`src/rtl/instr_fetch_unit.sv`:
```
// Instruction fetch front end: requests words from instruction memory, queues them
// in a small FIFO and hands them to decode. Taken jmp/jb redirect the PC and flush.
//
//   state | meaning
//   IDLE  | no memory request outstanding
//   WAIT  | request outstanding, returned word will be kept
//   DROP  | request outstanding, returned word is stale and discarded
module instr_fetch_unit #(
    parameter int unsigned    AW       = 16,
    parameter int unsigned    DEPTH    = 2,
    parameter logic [AW-1:0]  RESET_PC = '0
) (
    input  logic          clk,
    input  logic          rst,
    output logic          imem_req,
    output logic [AW-1:0] imem_addr,
    input  logic          imem_ack,
    input  logic [31:0]   imem_rdata,
    output logic          id_valid,
    input  logic          id_ready,
    output logic [31:0]   id_instr,
    output logic [5:0]    id_opcode,
    output logic [AW-1:0] id_pc,
    input  logic [1:0]    j,
    input  logic          br_cond,
    output logic          redirect
);

    localparam int unsigned PW = (DEPTH > 1) ? $clog2(DEPTH) : 1;
    localparam int unsigned CW = PW + 1;
    localparam logic [CW-1:0] DEPTH_C = CW'(DEPTH);

    typedef enum logic [1:0] {
        IDLE = 2'd0,
        WAIT = 2'd1,
        DROP = 2'd2
    } state_t;

    state_t        state;
    logic [AW-1:0] pc;
    logic [AW-1:0] req_addr;
    logic [CW-1:0] count;
    logic [PW-1:0] rd_ptr;
    logic [PW-1:0] wr_ptr;
    logic [31:0]   buf_instr [DEPTH];
    logic [AW-1:0] buf_pc    [DEPTH];

    logic          transfer;
    logic          jump_taken;
    logic [AW-1:0] target;
    logic          pop;
    logic          push;
    logic [CW-1:0] count_after_pop;
    logic [CW-1:0] count_next;

    // Handshake decode, jump resolution and FIFO occupancy arithmetic
    always_comb begin
        transfer        = id_valid & id_ready;
        jump_taken      = transfer & ((j == 2'b10) | ((j == 2'b11) & br_cond));
        target          = AW'(id_instr[15:0]);
        pop             = transfer & ~jump_taken;
        push            = (state == WAIT) & imem_ack & ~jump_taken;
        count_after_pop = count - {{(CW-1){1'b0}}, pop};
        count_next      = count_after_pop + {{(CW-1){1'b0}}, push};
    end

    // Fetch FSM: PC sequencing, request address and outstanding-request tracking
    always_ff @(posedge clk) begin
        if (rst) begin
            state    <= IDLE;
            pc       <= RESET_PC;
            req_addr <= '0;
        end else begin
            case (state)
                IDLE: begin
                    if (jump_taken) begin
                        pc <= target;
                    end else if (count < DEPTH_C) begin
                        req_addr <= pc;
                        pc       <= pc + 1'b1;
                        state    <= WAIT;
                    end
                end
                WAIT: begin
                    if (jump_taken) begin
                        pc    <= target;
                        // a word arriving with the jump is stale; otherwise wait it out
                        state <= imem_ack ? IDLE : DROP;
                    end else if (imem_ack) begin
                        if (count_next < DEPTH_C) begin
                            req_addr <= pc;
                            pc       <= pc + 1'b1;
                        end else begin
                            state <= IDLE;
                        end
                    end
                end
                DROP: begin
                    if (jump_taken) begin
                        pc <= target;
                    end
                    if (imem_ack) begin
                        state <= IDLE;
                    end
                end
                default: state <= IDLE;
            endcase
        end
    end

    // Instruction FIFO: push on kept ack, pop on transfer, full flush on taken jump
    always_ff @(posedge clk) begin
        if (rst) begin
            count  <= '0;
            rd_ptr <= '0;
            wr_ptr <= '0;
            for (int i = 0; i < int'(DEPTH); i++) begin
                buf_instr[i] <= '0;
                buf_pc[i]    <= '0;
            end
        end else if (jump_taken) begin
            count  <= '0;
            rd_ptr <= '0;
            wr_ptr <= '0;
        end else begin
            if (push) begin
                buf_instr[wr_ptr] <= imem_rdata;
                buf_pc[wr_ptr]    <= req_addr;
                wr_ptr            <= wr_ptr + 1'b1;
            end
            if (pop) begin
                rd_ptr <= rd_ptr + 1'b1;
            end
            count <= count_next;
        end
    end

    // Outputs are all derived from registered state except the same-cycle redirect
    always_comb begin
        imem_req  = (state != IDLE);
        imem_addr = req_addr;
        id_valid  = (count != '0);
        id_instr  = buf_instr[rd_ptr];
        id_pc     = buf_pc[rd_ptr];
        id_opcode = id_instr[31:26];
        redirect  = jump_taken;
    end

endmodule

```
`config.mk`:
```
export PLATFORM = sky130hd
export DESIGN_NAME = instr_fetch_unit
export DESIGN_NICKNAME = d
export VERILOG_FILES = /design/src/rtl/instr_fetch_unit.sv
export SDC_FILE = /design/constraint.sdc
export NUM_CORES = 1
export LEC_CHECK = 0
export ABC_AREA = 1
export BUFFER_PORTS_ARGS = -buffer_cell sky130_fd_sc_hd__buf_2
export CAP_MARGIN = 10
export CORE_ASPECT_RATIO = 1.1
export CORE_MARGIN = 2
export CORE_UTILIZATION = 45
export CTS_CLUSTER_DIAMETER = 120
export DETAILED_ROUTE_END_ITERATION = 8
export MAX_ROUTING_LAYER = met4
export PLACE_DENSITY = 0.65
export SLEW_MARGIN = 20
export SYNTH_ARGS = -nofsm -noshare
export SYNTH_HDL_FRONTEND = slang
export SYNTH_SLANG_ARGS = --single-unit
```
`constraint.sdc`:
```
create_clock -name clk -period 4.68 [get_ports clk]
set_input_delay 1.404 -clock clk [delete_from_list [all_inputs] [get_ports clk]]
set_output_delay 1.404 -clock clk [all_outputs]
set_load 0.02 [all_outputs]
```
==> results by group <==
Status
  – Status: finished clean

GRT
  – Gr usage total: 19.1%
  – Antenna violations before repair: 0
  – Global-route wire length before repair: 21.4 mm
  – Met1 usage: 23.3%
  – Gr busiest metal: met2
  – Gr ovfl total: 0
  – Largest net degree at the start of global routing: 49
  – Vias in the first global route: 4,465
  – Met2 Use GR: 31.0%
  – Met3 global-route usage: 4.29%

STA
  – Worst slew pin tran: 0.932 ns
  – Max_slew headroom: 37.8%
  – Final Hold Fails: 0
  – Final worst path period share: 74.4%
  – Fin crit period: 3.48 ns
  – Setup violations, final: 0
  – Final Slew Violations: 0
  – Clock Skew: 0.0137 ns
  – Setup TNS: 0 ns
  – Fmax: 287 MHz
  – RSZ-0062 raised after global routing: no

Pwr
  – Max VDD drop: 0.297 mV
  – Leakage: 3.63 nW
  – Pwr Density: 562 nW/µm²

Final layout
  – Post-layout nets: 908
  – Antenna Cells: 0
  – Fraction of layout cells with a size suffix above 1: 20.0%
  – Layout area overhead: 19.6%
  – Reg area: 3660 µm²
  – Core Util, Final: 54.9%
  – Fillers: 1,341
  – Multi-input gate area: 2120 µm²

Yosys
  – Synth Instances: 763
  – Syn_area_per_cell: 8.31 µm²
  – Count leader, synth: nand2_1
  – Synth Warn #: 0
  – Synth Flop Type: edfxtp_1
  – Sequential area share after synthesis: 57.8%
  – Yosys reg bits: 135
  – Post-Syn Area: 6340 µm²
  – Synth cell types: 28
  – Leading area contributor after synthesis: edfxtp_1
  – Synth top area share: 45.5%
  – Share of flip-flops with an asynchronous set or reset: 0%
  – Top cells by count, synth: 228 x nand2_1, 169 x nor2_1, 96 x edfxtp_1
  – Synth area leaders: edfxtp_1 45%, nand2_1 14%, dfxtp_1 12%
  – EDFF count, synth: 96
  – Syn_nets: 805

Die
  – Ports: 112
  – Die footprint: 15,100 µm²
  – Starting density of the core: 46.0%
  – Die width: 117 µm
  – Die height: 128 µm
  – Rows: 45
  – CORE AREA: 13,800 µm²

Route
  – First-pass iteration count of the detailed router: 4
  – DRC: 0
  – Post-DRT Antenna Nets: 0
  – Final wirelength: 13.4 mm
  – Vias: 4,920
  – DR vias/cell: 4.61
  – Avg WL per Cell: 12.5 µm
  – 1st-iter DRT viols: 334

Setup path
  – Reg2reg start: count[1]$_SDFF_PP0_
  – FF-to-FF setup slack: 1.97 ns
  – Worst endpoint required time: 4.98 ns
  – Worst r2r path cells: 17
  – Top cell by count, worst path: inv_1
  – CP arrival: 3.78 ns
  – Worst Setup End Kind: flop
  – FF-to-FF End: pc[5]$_SDFFE_PP0P_
  – Critical-path top delay cell: nand2_2
  – CP Max Fanout: 22
  – Critical path's top delay family: simple AND/OR/NAND/NOR gates
  – Crit path launch type: input port
  – Crit-path cells: buf_2 -> inv_1 -> nand2_1 -> nand2_2 -> inv_1 -> nand2_4 -> nand3_2 -> ha_1 -> inv_1 -> ha_1 -> inv_1 -> nand2_1 -> nand2_1 -> nand2_1 -> nand3_1 -> nand3_1 -> nand2_2 -> inv_1 -> nor2_1 -> nor2_1
  – Crit-path max cell delay: 0.35 ns
  – Kind of critical path: in2reg
  – Critical path buffers and inverters: 6

Clocking
  – CTS tree: done
  – Post-CTS Hold Buffers: 0
  – Total CTS buffers: 17
  – Post-CTS setup buffer count: 0
  – CTS H-tree lvls: 4
  – Reg clk slew, reported paths: 0.06 ns
  – Clk sink count: 135
  – Clk Latency, worst-skew pair: 0.41 ns
  – Post-CTS Resized: 0
  – CTS root buffer: clkbuf_16
  – CTS Buffer Depth: 2

Hold path
  – Worst Hold Path EP: wr_ptr$_SDFFE_PP0P_
  – Hold path startpoint: wr_ptr$_SDFFE_PP0P_
  – Hold Path Stages: 2
  – Worst Hold Class: reg2reg

Placement
  – Port Buffers: 111
  – HPWL after DPL: 8.91 mm
  – RD Place Congestion: 0.864

Job
  – Number of max-cap violations: 0
sequential cells by signal, summed over array words and instances, names as in the netlist, named ones only:
register	flops
buf_instr	64
buf_pc	32
imem_addr	16
pc	16
count	2
state	2
rd_ptr	1
wr_ptr	1
per-stage QoR:
step	instances	hold WS, ns	instance area (µm²)	setup slack, ns	power, mW
final	1067	0.473	7580	1.20	4.26
after global routing	1067	0.510	7580	0.898	4.55
after CTS	1067	0.477	7580	1.24	4.31
after detailed placement	1035	0.467	6990	0.802	3.00
after global placement	1035	0.467	6990	0.856	2.98
after floorplan	763	0.447	6340	0.962	2.62
kinds of logic after synthesis:
family | after synthesis | share of synthesized area (%)
buffers and inverters | 129 | 8.90
adders and majority gates | 3 | 0.592
and+or+nand+nor | 450 | 28.6
xor gates and xnor gates | 6 | 0.829
AOI/OAI and AO/OA | 40 | 3.28
DFF | 135 | 57.8
where the power goes:
part	internal [mW]	total, mW	switching [mW]
logic	0.411	1.33	0.922
registers	1.49	1.62	0.135
clock network	0.828	1.30	0.477
total	2.73	4.26	1.53
cell usage in the layout (no fill, tap or decap):
master,count
dfxtp_1,38
o21ai_2,1
edfxtp_1,96
o21ai_0,24
inv_1,92
or2_2,9
clkbuf_16,17
nor2_2,6
clkinv_2,2
nand3_2,1
nand2_2,6
xor2_1,5
nor2_4,2
nand4_1,3
ha_1,3
buf_2,111
nor2_1,169
nand2_1,225
inv_6,2
buf_4,10
nand2_4,1
xnor2_1,1
nand4_2,1
clkinvlp_4,3
nor3_1,3
a21oi_1,14
clkinv_1,5
bufinv_16,3
nand3_1,24
dfxtp_2,1
o2111ai_1,1
metal layers:
layer,vias to the layer above,routed length (µm)
li1,2570,-
met1,2237,6110
met2,105,6610
met3,8,536
met4,0,112
met5,-,0
final cells by class:
type                    count  share of cell area (%)
clock inverters            15                    2.10
inverters                  92                    4.56
multi-input cells         499                    28.0
flip-flops and latches    135                    48.4
well taps                 188                    3.10
clock buffers              17                    5.61
repair buffers            121                    8.32
worst max path at each step:
stage | from | to | slack (ns) | depth (start not counted)
floorplan | br_cond | buf_instr[0][0]$_SDFFCE_PN0P_ | 0.96 | 11
global placement | br_cond | pc[8]$_SDFFE_PP0P_ | 0.86 | 20
detailed placement | br_cond | pc[5]$_SDFFE_PP0P_ | 0.80 | 20
CTS | br_cond | pc[7]$_SDFFE_PP0P_ | 1.24 | 20
global route | br_cond | pc[7]$_SDFFE_PP0P_ | 0.90 | 20
finish | br_cond | pc[5]$_SDFFE_PP0P_ | 1.20 | 20
worst min-delay path, cell delays in order (launching register included):
cell	delay (ns)
dfxtp_1	0.33
inv_1	0.05
a21oi_1	0.05
(Power assumes the default switching activity.)
